### src/rtl/ace_pkg.sv
// Shared types and ACE encodings for the cache-side ACE master.
package ace_pkg;

    typedef enum logic [2:0] {
        StIdle,
        StArReq,
        StRData,
        StAwReq,
        StWData,
        StBResp,
        StAck
    } ace_state_e;

    typedef enum logic [1:0] {
        OpRead,
        OpWrite,
        OpInval
    } ace_op_e;

    localparam logic [3:0] READ_SHARED  = 4'b0001;
    localparam logic [3:0] CLEAN_UNIQUE = 4'b1011;
    localparam logic [2:0] WRITE_BACK   = 3'b011;
    localparam logic [1:0] OKAY         = 2'b00;

endpackage

### src/rtl/ace_line_buffer.sv
// Line register with a saturating beat counter; R beats write words in,
// the W path reads the selected word of an external line out.
module ace_line_buffer #(
    parameter int unsigned DATA_WIDTH = 32,
    parameter int unsigned LINE_WORDS = 4,
    localparam int unsigned LineBits = DATA_WIDTH * LINE_WORDS,
    localparam int unsigned CntW     = $clog2(LINE_WORDS)
) (
    input  logic                  i_clk,
    input  logic                  i_reset,
    input  logic                  i_clear,
    input  logic                  i_beat,
    input  logic                  i_wr_en,
    input  logic [DATA_WIDTH-1:0] i_wr_data,
    input  logic [LineBits-1:0]   i_sel_line,
    output logic [LineBits-1:0]   o_line,
    output logic [DATA_WIDTH-1:0] o_word,
    output logic [CntW-1:0]       o_cnt,
    output logic                  o_full
);

    localparam logic [CntW-1:0] LastBeat = CntW'(LINE_WORDS - 1);

    logic [LINE_WORDS-1:0][DATA_WIDTH-1:0] r_line;
    logic [LINE_WORDS-1:0][DATA_WIDTH-1:0] w_sel;
    logic [CntW-1:0]                       r_cnt;
    logic                                  r_full;

    // r_full marks that the last word was consumed; further beats are dropped.
    always_ff @(posedge i_clk) begin
        if (i_reset) begin
            r_line <= '0;
            r_cnt  <= '0;
            r_full <= 1'b0;
        end else begin
            if (i_wr_en && !r_full) begin
                r_line[r_cnt] <= i_wr_data;
            end
            if (i_clear) begin
                r_cnt  <= '0;
                r_full <= 1'b0;
            end else if (i_beat && !r_full) begin
                if (r_cnt == LastBeat) begin
                    r_full <= 1'b1;
                end else begin
                    r_cnt <= r_cnt + 1'b1;
                end
            end
        end
    end

    assign w_sel  = i_sel_line;
    assign o_word = w_sel[r_cnt];
    assign o_line = r_line;
    assign o_cnt  = r_cnt;
    assign o_full = r_full;

endmodule

### src/rtl/ace_controller.sv
// Cache-side ACE master: ReadShared / WriteBack / CleanUnique over AR/R/AW/W/B.
// Optional macro ACE_RESP_STATE_EN latches the fill response state bits.
module ace_controller
    import ace_pkg::*;
#(
    parameter int unsigned ADDR_WIDTH = 32,
    parameter int unsigned DATA_WIDTH = 32,
    parameter int unsigned LINE_WORDS = 4,
    localparam int unsigned LINE_BITS = DATA_WIDTH * LINE_WORDS
) (
    input  logic                  clk,
    input  logic                  reset,
    input  logic                  read_req,
    input  logic                  write_req,
    input  logic                  invalid_req,
    input  logic [ADDR_WIDTH-1:0] req_addr,
    input  logic [LINE_BITS-1:0]  wb_data,
    output logic                  ace_ready,
    output logic                  ace_error,
    output logic [LINE_BITS-1:0]  fill_data,
    output logic                  resp_shared,
    output logic                  resp_dirty,
    output logic                  ar_valid,
    input  logic                  ar_ready,
    output logic [ADDR_WIDTH-1:0] ar_addr,
    output logic [3:0]            ar_snoop,
    output logic [7:0]            ar_len,
    input  logic                  r_valid,
    output logic                  r_ready,
    input  logic [DATA_WIDTH-1:0] r_data,
    input  logic [3:0]            r_resp,
    input  logic                  r_last,
    output logic                  aw_valid,
    input  logic                  aw_ready,
    output logic [ADDR_WIDTH-1:0] aw_addr,
    output logic [2:0]            aw_snoop,
    output logic [7:0]            aw_len,
    output logic                  w_valid,
    input  logic                  w_ready,
    output logic [DATA_WIDTH-1:0] w_data,
    output logic                  w_last,
    input  logic                  b_valid,
    output logic                  b_ready,
    input  logic [1:0]            b_resp,
    output logic                  rack,
    output logic                  wack
);

    localparam int unsigned     OffBits  = $clog2(LINE_BITS / 8);
    localparam int unsigned     CntW     = $clog2(LINE_WORDS);
    localparam logic [CntW-1:0] LastBeat = CntW'(LINE_WORDS - 1);
    localparam logic [7:0]      BurstLen = 8'(LINE_WORDS - 1);

    ace_state_e            r_state;
    ace_op_e               r_op;
    logic [LINE_BITS-1:0]  r_wb_line;
    logic                  r_ar_valid, r_r_ready, r_aw_valid, r_w_valid, r_b_ready;
    logic [ADDR_WIDTH-1:0] r_ar_addr, r_aw_addr;
    logic [3:0]            r_ar_snoop;
    logic [2:0]            r_aw_snoop;
    logic [7:0]            r_ar_len, r_aw_len;
    logic                  r_ace_ready, r_ace_error, r_rack, r_wack;

    logic [ADDR_WIDTH-1:0] w_line_addr;
    logic                  w_accept, w_rbeat, w_whs, w_fill_en, w_exp_last, w_r_err;
    logic [DATA_WIDTH-1:0] w_word;
    logic [CntW-1:0]       w_cnt;
    logic                  w_full;
    logic                  w_unused_bits;

    assign w_line_addr = {req_addr[ADDR_WIDTH-1:OffBits], {OffBits{1'b0}}};
    assign w_accept    = (r_state == StIdle) && (write_req || read_req || invalid_req);
    assign w_rbeat     = (r_state == StRData) && r_valid;
    assign w_whs       = (r_state == StWData) && w_ready;
    assign w_fill_en   = w_rbeat && (r_op == OpRead);

    // r_last must coincide with the final beat of the burst the AR asked for.
    assign w_exp_last = !w_full && ((r_op == OpInval) ? (w_cnt == '0) : (w_cnt == LastBeat));
    assign w_r_err    = (r_resp[1:0] != OKAY) || (r_last != w_exp_last);

    ace_line_buffer #(
        .DATA_WIDTH (DATA_WIDTH),
        .LINE_WORDS (LINE_WORDS)
    ) u_line_buffer (
        .i_clk      (clk),
        .i_reset    (reset),
        .i_clear    (w_accept),
        .i_beat     (w_rbeat || w_whs),
        .i_wr_en    (w_fill_en),
        .i_wr_data  (r_data),
        .i_sel_line (r_wb_line),
        .o_line     (fill_data),
        .o_word     (w_word),
        .o_cnt      (w_cnt),
        .o_full     (w_full)
    );

    always_ff @(posedge clk) begin
        if (reset) begin
            r_state     <= StIdle;
            r_op        <= OpRead;
            r_wb_line   <= '0;
            r_ar_valid  <= 1'b0;
            r_ar_addr   <= '0;
            r_ar_snoop  <= '0;
            r_ar_len    <= '0;
            r_r_ready   <= 1'b0;
            r_aw_valid  <= 1'b0;
            r_aw_addr   <= '0;
            r_aw_snoop  <= '0;
            r_aw_len    <= '0;
            r_w_valid   <= 1'b0;
            r_b_ready   <= 1'b0;
            r_ace_ready <= 1'b0;
            r_ace_error <= 1'b0;
            r_rack      <= 1'b0;
            r_wack      <= 1'b0;
        end else begin
            r_ace_ready <= 1'b0;
            r_rack      <= 1'b0;
            r_wack      <= 1'b0;
            unique case (r_state)
                StIdle: begin
                    if (write_req) begin
                        r_op        <= OpWrite;
                        r_aw_addr   <= w_line_addr;
                        r_aw_snoop  <= WRITE_BACK;
                        r_aw_len    <= BurstLen;
                        r_aw_valid  <= 1'b1;
                        r_wb_line   <= wb_data;
                        r_ace_error <= 1'b0;
                        r_state     <= StAwReq;
                    end else if (read_req || invalid_req) begin
                        r_op        <= read_req ? OpRead : OpInval;
                        r_ar_addr   <= w_line_addr;
                        r_ar_snoop  <= read_req ? READ_SHARED : CLEAN_UNIQUE;
                        r_ar_len    <= read_req ? BurstLen : 8'd0;
                        r_ar_valid  <= 1'b1;
                        r_ace_error <= 1'b0;
                        r_state     <= StArReq;
                    end
                end
                StArReq: begin
                    if (ar_ready) begin
                        r_ar_valid <= 1'b0;
                        r_r_ready  <= 1'b1;
                        r_state    <= StRData;
                    end
                end
                StRData: begin
                    if (r_valid) begin
                        if (w_r_err) begin
                            r_ace_error <= 1'b1;
                        end
                        if (r_last) begin
                            r_r_ready   <= 1'b0;
                            r_ace_ready <= 1'b1;
                            r_rack      <= 1'b1;
                            r_state     <= StAck;
                        end
                    end
                end
                StAwReq: begin
                    if (aw_ready) begin
                        r_aw_valid <= 1'b0;
                        r_w_valid  <= 1'b1;
                        r_state    <= StWData;
                    end
                end
                StWData: begin
                    if (w_ready && (w_cnt == LastBeat)) begin
                        r_w_valid <= 1'b0;
                        r_b_ready <= 1'b1;
                        r_state   <= StBResp;
                    end
                end
                StBResp: begin
                    if (b_valid) begin
                        if (b_resp != OKAY) begin
                            r_ace_error <= 1'b1;
                        end
                        r_b_ready   <= 1'b0;
                        r_ace_ready <= 1'b1;
                        r_wack      <= 1'b1;
                        r_state     <= StAck;
                    end
                end
                StAck:   r_state <= StIdle;
                default: r_state <= StIdle;
            endcase
        end
    end

`ifdef ACE_RESP_STATE_EN
    logic r_resp_shared, r_resp_dirty;

    always_ff @(posedge clk) begin
        if (reset) begin
            r_resp_shared <= 1'b0;
            r_resp_dirty  <= 1'b0;
        end else if (w_fill_en && !w_full && (w_cnt == '0)) begin
            r_resp_shared <= r_resp[3];
            r_resp_dirty  <= r_resp[2];
        end
    end

    assign resp_shared   = r_resp_shared;
    assign resp_dirty    = r_resp_dirty;
    assign w_unused_bits = ^req_addr[OffBits-1:0];
`else
    assign resp_shared   = 1'b0;
    assign resp_dirty    = 1'b0;
    assign w_unused_bits = ^{req_addr[OffBits-1:0], r_resp[3:2]};
`endif

    assign ar_valid  = r_ar_valid;
    assign ar_addr   = r_ar_addr;
    assign ar_snoop  = r_ar_snoop;
    assign ar_len    = r_ar_len;
    assign r_ready   = r_r_ready;
    assign aw_valid  = r_aw_valid;
    assign aw_addr   = r_aw_addr;
    assign aw_snoop  = r_aw_snoop;
    assign aw_len    = r_aw_len;
    assign w_valid   = r_w_valid;
    assign w_data    = r_w_valid ? w_word : '0;
    assign w_last    = r_w_valid && (w_cnt == LastBeat);
    assign b_ready   = r_b_ready;
    assign ace_ready = r_ace_ready;
    assign ace_error = r_ace_error;
    assign rack      = r_rack;
    assign wack      = r_wack;

endmodule

### config.mk
export PLATFORM = sky130hd
export DESIGN_NAME = ace_controller
export DESIGN_NICKNAME = d
export VERILOG_FILES = /design/src/rtl/ace_pkg.sv /design/src/rtl/ace_line_buffer.sv /design/src/rtl/ace_controller.sv
export SDC_FILE = /design/constraint.sdc
export NUM_CORES = 1
export LEC_CHECK = 0
export ABC_AREA = 1
export CORE_MARGIN = 4
export CORE_UTILIZATION = 35
export DETAILED_ROUTE_END_ITERATION = 16
export PLACE_DENSITY = 0.66
export REMOVE_ABC_BUFFERS = 1
export SLEW_MARGIN = 20
export SYNTH_ARGS = -nofsm -noshare
export SYNTH_HDL_FRONTEND = slang
export SYNTH_HIERARCHICAL = 1
export SYNTH_SLANG_ARGS = --single-unit
### constraint.sdc
create_clock -name clk -period 2.01 [get_ports clk]
set_clock_uncertainty 0.1 [all_clocks]
set_input_delay 0.201 -clock clk [delete_from_list [all_inputs] [get_ports clk]]
set_output_delay 0.201 -clock clk [all_outputs]
set_load 0.05 [all_outputs]
# --- After elaboration in Yosys (flattened, before gate mapping) ---
# Index checks and enable logic that the tools add are counted.
word_totals:
  register_bits: 342
  latchBits: 0
  ram_bits: 0
  mem_bits_ro: 0
  in_bits: 209
  out_inout_bits: 259
  word_cells: 142
  n_memories: 0
classes:
  n_addsub: 1
  n_mul: 0
  div: 0
  n_lt_le_gt_ge: 2
  n_eq_ne: 20
  n_shift: 0
  n_mux: 49
  bitwise: 4
  n_reduce_logical: 43
op_table:
  columns: ["cell", "count"]
  rows:
  - ["bitwise mux 128 bit", 1]
  - ["2-to-1 mux 32 bit", 3]
  - ["binary-select mux 32 bit (select 2 bit)", 1]
  - ["demux 32 bit (select 2 bit)", 1]
  - ["2-to-1 mux 3 bit", 8]
  - ["2-to-1 mux 1 bit", 22]
  - ["!= test 2 bit (second input constant)", 9]
  - ["case mux 3 bit (6 select lines)", 1]
  - ["nonzero test 2 bit", 8]
  - ["case mux 1 bit (2 select lines)", 6]
  - ["AND reduction 3 bit", 4]
  - ["logical AND 1 bit", 10]
  - ["2-to-1 mux 2 bit", 4]
  - ["AND reduction 2 bit", 4]
  - ["AND reduction 4 bit", 2]
  - ["AND reduction 7 bit", 1]
  - ["equality test 3 x 2 -> 1 bit (second input constant)", 2]
  - ["equality test 3 bit (second input constant)", 2]
  - ["AND reduction 6 bit", 1]
  - ["OR reduction 2 bit", 3]
  - ["logical OR 1 bit", 5]
  - ["equality test 2 bit (second input constant)", 2]
  - ["logical NOT 2 bit", 2]
  - ["2-to-1 mux 4 bit", 1]
  - ["other kinds (12)", 16]

# --- Logic depth before layout (Yosys ltp) ---
logic_depth:
  ltp_word: 8
  depth_mapped: 11
  ltp_nobuf: 10

# --- Cells and area by module ---
# Netlist, hierarchy kept.
modules_own_cells:
  columns: ["module", "instances", "cells_per_inst", "area_per_inst_um2", "seq_area_each_um2"]
  rows:
  - ["ace_controller", 1, 1055, 7908.8, 4043.9]
  - ["ace_line_buffer", 1, 1081, 6457.4, 2622.5]

# --- Worst setup path after synthesis ---
# No wires, ideal clock.
synth_path:
  kind: "reg2reg"
  startpoint: "reg r_state[2]"
  endpoint: "reg u_line_buffer.r_line, in the netlist u_line_buffer/o_line[75]"
  setup_time_ps: 113
  arrival_time_ps: 1928
  required_ps: 1797
  path_slack_ps: -131
  path_stages_with_launch: 11
  n_path_buf: 2
  period_less_slack_ps: 2141
  path_cell_list: "dfxtp_1 -> buf_2 -> nor2_1 -> nand2_1 -> nor2_1 -> inv_1 -> nor3_1 -> nand3_2 -> clkbuf_1 -> nor2_1 -> nor2_1"
synth_between:
  elab_chain_len: 4
synth_rtl:
  columns: ["element", "line_no", "rtl"]
  rows:
  - ["start: declaration", "ace_controller.sv:54", "ace_state_e r_state;"]
  - ["start signal: assignment", "ace_controller.sv:100", "r_state <= StIdle;"]
  - ["start signal: assignment", "ace_controller.sv:132", "r_state <= StAwReq;"]
  - ["start signal: assignment", "ace_controller.sv:140", "r_state <= StArReq;"]
  - ["equality test 3 x 2 -> 1 bit", "ace_controller.sv:73", "assign w_rbeat = (r_state == StRData) && r_valid;"]
  - ["logical AND 1 bit", "ace_controller.sv:73", null]
  - ["logical AND 1 bit", "ace_controller.sv:75", "assign w_fill_en = w_rbeat && (r_op == OpRead);"]
  - ["via w_fill_en", "ace_controller.sv:65", "logic w_accept, w_rbeat, w_whs, w_fill_en, w_exp_last, w_r_err;"]
  - ["logical AND 1 bit", "ace_line_buffer.sv:36", "if (i_wr_en && !r_full) begin"]
  - ["end signal: indexed assignment", "ace_line_buffer.sv:37", "r_line[r_cnt] <= i_wr_data;"]
  - ["end: declaration", "ace_line_buffer.sv:24", "logic [LINE_WORDS-1:0][DATA_WIDTH-1:0] r_line;"]
# The timed path passes the listed nets, and every way through them passes these cells.
# A chain may end at the register's enable or synchronous reset.

# --- Worst setup path in the final report ---
layout_path:
  startpoint: "reg u_line_buffer.r_cnt[0] (netlist: u_line_buffer/o_cnt[0])"
  endpoint: "out w_data[14]"
layout_between:
  elab_chain_len: 3
layout_rtl:
  columns: ["element", "line_no", "rtl"]
  rows:
  - ["start: declaration", "ace_line_buffer.sv:26", "logic [CntW-1:0] r_cnt;"]
  - ["start signal: assignment", "ace_line_buffer.sv:46", "r_cnt <= r_cnt + 1'b1;"]
  - ["binary-select mux 32 bit (select 2 bit)", "ace_line_buffer.sv:53", "assign o_word = w_sel[r_cnt];"]
  - ["2-to-1 mux 32 bit (not written as such)", "ace_line_buffer.sv:53", null]
  - ["via w_word[14]", "ace_controller.sv:66", "logic [DATA_WIDTH-1:0] w_word;"]
  - ["2-to-1 mux 32 bit", "ace_controller.sv:226", "assign w_data = r_w_valid ? w_word : '0;"]
  - ["end: declaration", "ace_controller.sv:40", "output logic [DATA_WIDTH-1:0] w_data,"]
# The timed path passes the listed nets, and every way through them passes these cells. The select of a mux whose other input is x is not followed.

==> metrics.md <==
| Metric | Value |
|---|---|
| Crit. End Element | primary output |
| Hold Vio Cnt, Final | 0 |
| Dominant synthesized flop cell | dfxtp_1 |
| Async SR Flop Fraction | 0% |
| Synthesis Warnings | 6 |
| Layout area overhead | 48.9% |
| Least-Margin Pin Slew | 676 ps |
| RSZ-0062 raised after global routing | yes |
| Drt first-iter violations | 1319 |
| Synth area leader | dfxtp_1 |
| Port Buf Inserts | 437 |
| First-pass GRT wire length | 76900 um |
| Crit start category | flip-flop |
| Area share of the largest cell type after synthesis | 46.4% |
| Total GRT Usage | 21.4% |
| Netlist Area Pre-Place | 14400 um2 |
| CTS sink count | 333 |
| DRT antenna net count | 0 |
| Worst path slowest cell | dfxtp_4 |
| Max Root-Sink Buffers | 3 |
| Final setup margin | -136 ps |
| Clock transition at path regs | 60 ps |
| Clk root buf | clkbuf_16 |
| Status | finished with violations |
| Fin crit period | 2150 ps |
| Initial antenna violation count | 9 |
| CP Data Arrival Time | 1850 ps |
| CTS Buf Count | 38 |
| CTS tree | yes |
| Total negative slack | -1590 ps |
| Synth Instances | 2136 |
| Post-place setup slack | -41.6 ps |
| Final slew viol count | 0 |
| Die Y | 211 um |
| Final layout net count | 2746 |
| Via density per instance | 4.79 |
| DRC | 0 |
| Placer Congestion | 0.821 |
| Flop2flop setup slack | 30 ps |
| 1st-pass router iterations | 5 |
| # rows | 73 |
| Via count | 14819 |
| Max Cap Viol | 0 |
| CORE AREA | 40200 um2 |
| H-Tree Depth | 2 |
| Worst-case reg-to-reg path depth | 10 |
| Die width | 211 um |
| Relative slew slack | 55.0% |
| Worst hold path class | input pin to flip-flop |
| Critical Path RT | 1710 ps |
| Max VDD drop | 0.000731 V |
| Cells along the critical path | inv_8, buf_12, o211ai_1, nand2_1, nand2_1, inv_2, buf_12 |
| F_max | 466 MHz |
| Synthesized area per cell | 6.73 um2 |
| Top Ports | 468 |
| Hold Path Stages | 3 |
| Failing checks | setup timing |
| CP Max Fanout | 11 |
| Starting density of the core | 35.7% |
| Routed WL | 53300 um |
| Routed len/inst | 17.2 um |
| Post-synthesis sequential area ratio | 46.4% |
| Yosys reg bits | 333 |
| CP Class | flip-flop to primary output |
| Leakage power | 10.8 nW |
| Clock Latency Late Sink | 540 ps |
| Crit path largest cell delay | 410 ps |
| Overflow left after global routing | 0 |
| Detail Placement HPWL | 32700 um |
| EDFF count, synth | 0 |
| Setup violators final | 32 |
| Die ar. | 44400 um2 |
| Vias in the first global route | 13917 |
| Largest net degree at the start of global routing | 129 |
| Cell area power density | 1100 nW/um2 |
| Count of different cell masters after synthesis | 25 |
| Final cycle utilization of the critical path | 107% |
| Layout cell share with drive strength beyond 1 | 9.46% |
| Synth area leaders | dfxtp_1 (46%), nand2_1 (14%), nor2_1 (11%) |
-- metrics by stage --
stage	cell area (um2)	util (%)	cells	power (mW)	hold WS [ps]
floorplan	13600	-	1987	13.0	170
global placement	19500	48.6	2989	16.2	340
detailed placement	19500	48.6	2989	16.3	348
CTS	20900	52.1	3066	23.6	108
global route	21400	53.2	3092	24.9	130
finish	21400	53.2	3092	23.6	145
-- synthesized netlist by cell type (7+ instances only) --
master and n:
buf_1 7, nand3_1 167, buf_2 61, a21oi_1 166, clkbuf_1 70, o21ai_0 65, buf_4 33, o211ai_1 32
nand2_1 550, inv_1 219, nor2_1 403, dfxtp_1 333
-- metal layers --
layer | part of all wire (%) | wire [um] | track usage, % | vias to the layer above
met1 | 41 | 22000 | 26.9 | 6809
met2 | 48 | 25600 | 35.9 | 536
met3 | 7.0 | 3740 | 4.23 | 115
li1 | - | - | - | 7359
met5 | 0 | 0 | 0 | -
met4 | 3.7 | 2000 | 9.19 | 0
-- critical path: cells and delay by family (launching register included) --
family                 cells  cell delay (ps)
AOI/OAI and AO/OA          1              240
buffers and inverters      4              440
DFF                        1              410
and+or+nand+nor            2              210
-- state kept, by name, summed over array words and instances, names as in the netlist, 2 cells and up --
register	count
r_wb_line	128
r_state	3
aw_addr	28
ar_addr	28
ar_snoop	2
u_line_buffer/o_line	128
u_line_buffer/o_cnt	2
r_op	2
-- cells by family after synthesis --
kind of cell             Yosys count  synth area share [%]
AO/OA/AOI/OAI                    267                  9.91
buffers and inverters            395                  11.8
flip-flops                       333                  46.4
adder cells (fa/ha/maj)            4                 0.348
AND/OR/NAND/NOR                 1136                  31.5
other                              1                0.0261
-- report_power, final --
group	internal [mW]	switching (mW)	total, mW
clock	4.35	2.76	7.11
combinational	2.81	5.53	8.35
sequential	7.58	0.547	8.12
total	14.7	8.84	23.6
-- final timing paths --
path	start	endpoint
setup / recovery	u_line_buffer/o_cnt[0]	w_data[14]
hold / removal	wb_data[91]	r_wb_line[91]
setup reg to reg	u_line_buffer/o_cnt[0]	u_line_buffer/o_line[112]
hold reg to reg	r_wb_line[37]	r_wb_line[37]
-- what timing repair did --
action	in CTS	in global routing
gates cloned	6	13
hold buffers	2	0
hold endpoints to repair	16	0
pin swaps	11	18
gates resized for setup	256	64
buffers inserted	4	4
endpoints found under the setup margin	200	186
-- final cells by class --
| class | count | area, um2 |
|---|---|---|
| antenna | 9 | 22.5 |
| clock buffer | 55 | 1120 |
| clock inverter | 10 | 154 |
| fill | 3838 | 18800 |
| inverter | 223 | 853 |
| multi-input combinational | 1431 | 6270 |
| sequential | 333 | 6680 |
| tap | 525 | 657 |
| timing repair buffer | 506 | 5640 |
-- layout by cell type, fill, tap and decap left out, types with 2 or more instances in the layout --
cell type        synthesis  layout
buf_6                    1       6
buf_16                   0       7
clkbuf_1                70       8
clkbuf_16                0      46
dlygate4sd2_1            0     168
buf_12                   0      55
nand2_2                  2       9
conb_1                   1      24
dlymetal6s2s_1           0      25
nand3_1                167     167
nand4_1                  2       2
nor2_4                   2      12
clkinv_2                 0       6
nand2_4                  0       4
inv_1                  219     188
ha_1                     4       2
dfxtp_1                333     329
buf_4                   33      28
nand3_2                  4       2
dlygate4sd3_1            0       2
dfxtp_2                  0       2
o211ai_1                32      32
diode_2                  0       9
nand2_1                550     539
a21oi_1                166     166
a31oi_1                  2       2
nand3_4                  0       2
o21ai_0                 65      37
nor2_1                 403     385
dfxtp_4                  0       2
bufinv_16                0       4
nor2_2                   0       8
nor3_1                   5       4
clkbuf_8                 0       8
inv_2                    4      32
clkdlybuf4s50_1          0     206
inv_8                    0       2
buf_8                    0       2
o21ai_1                  0      28
Power figures use the tool's default switching activity.
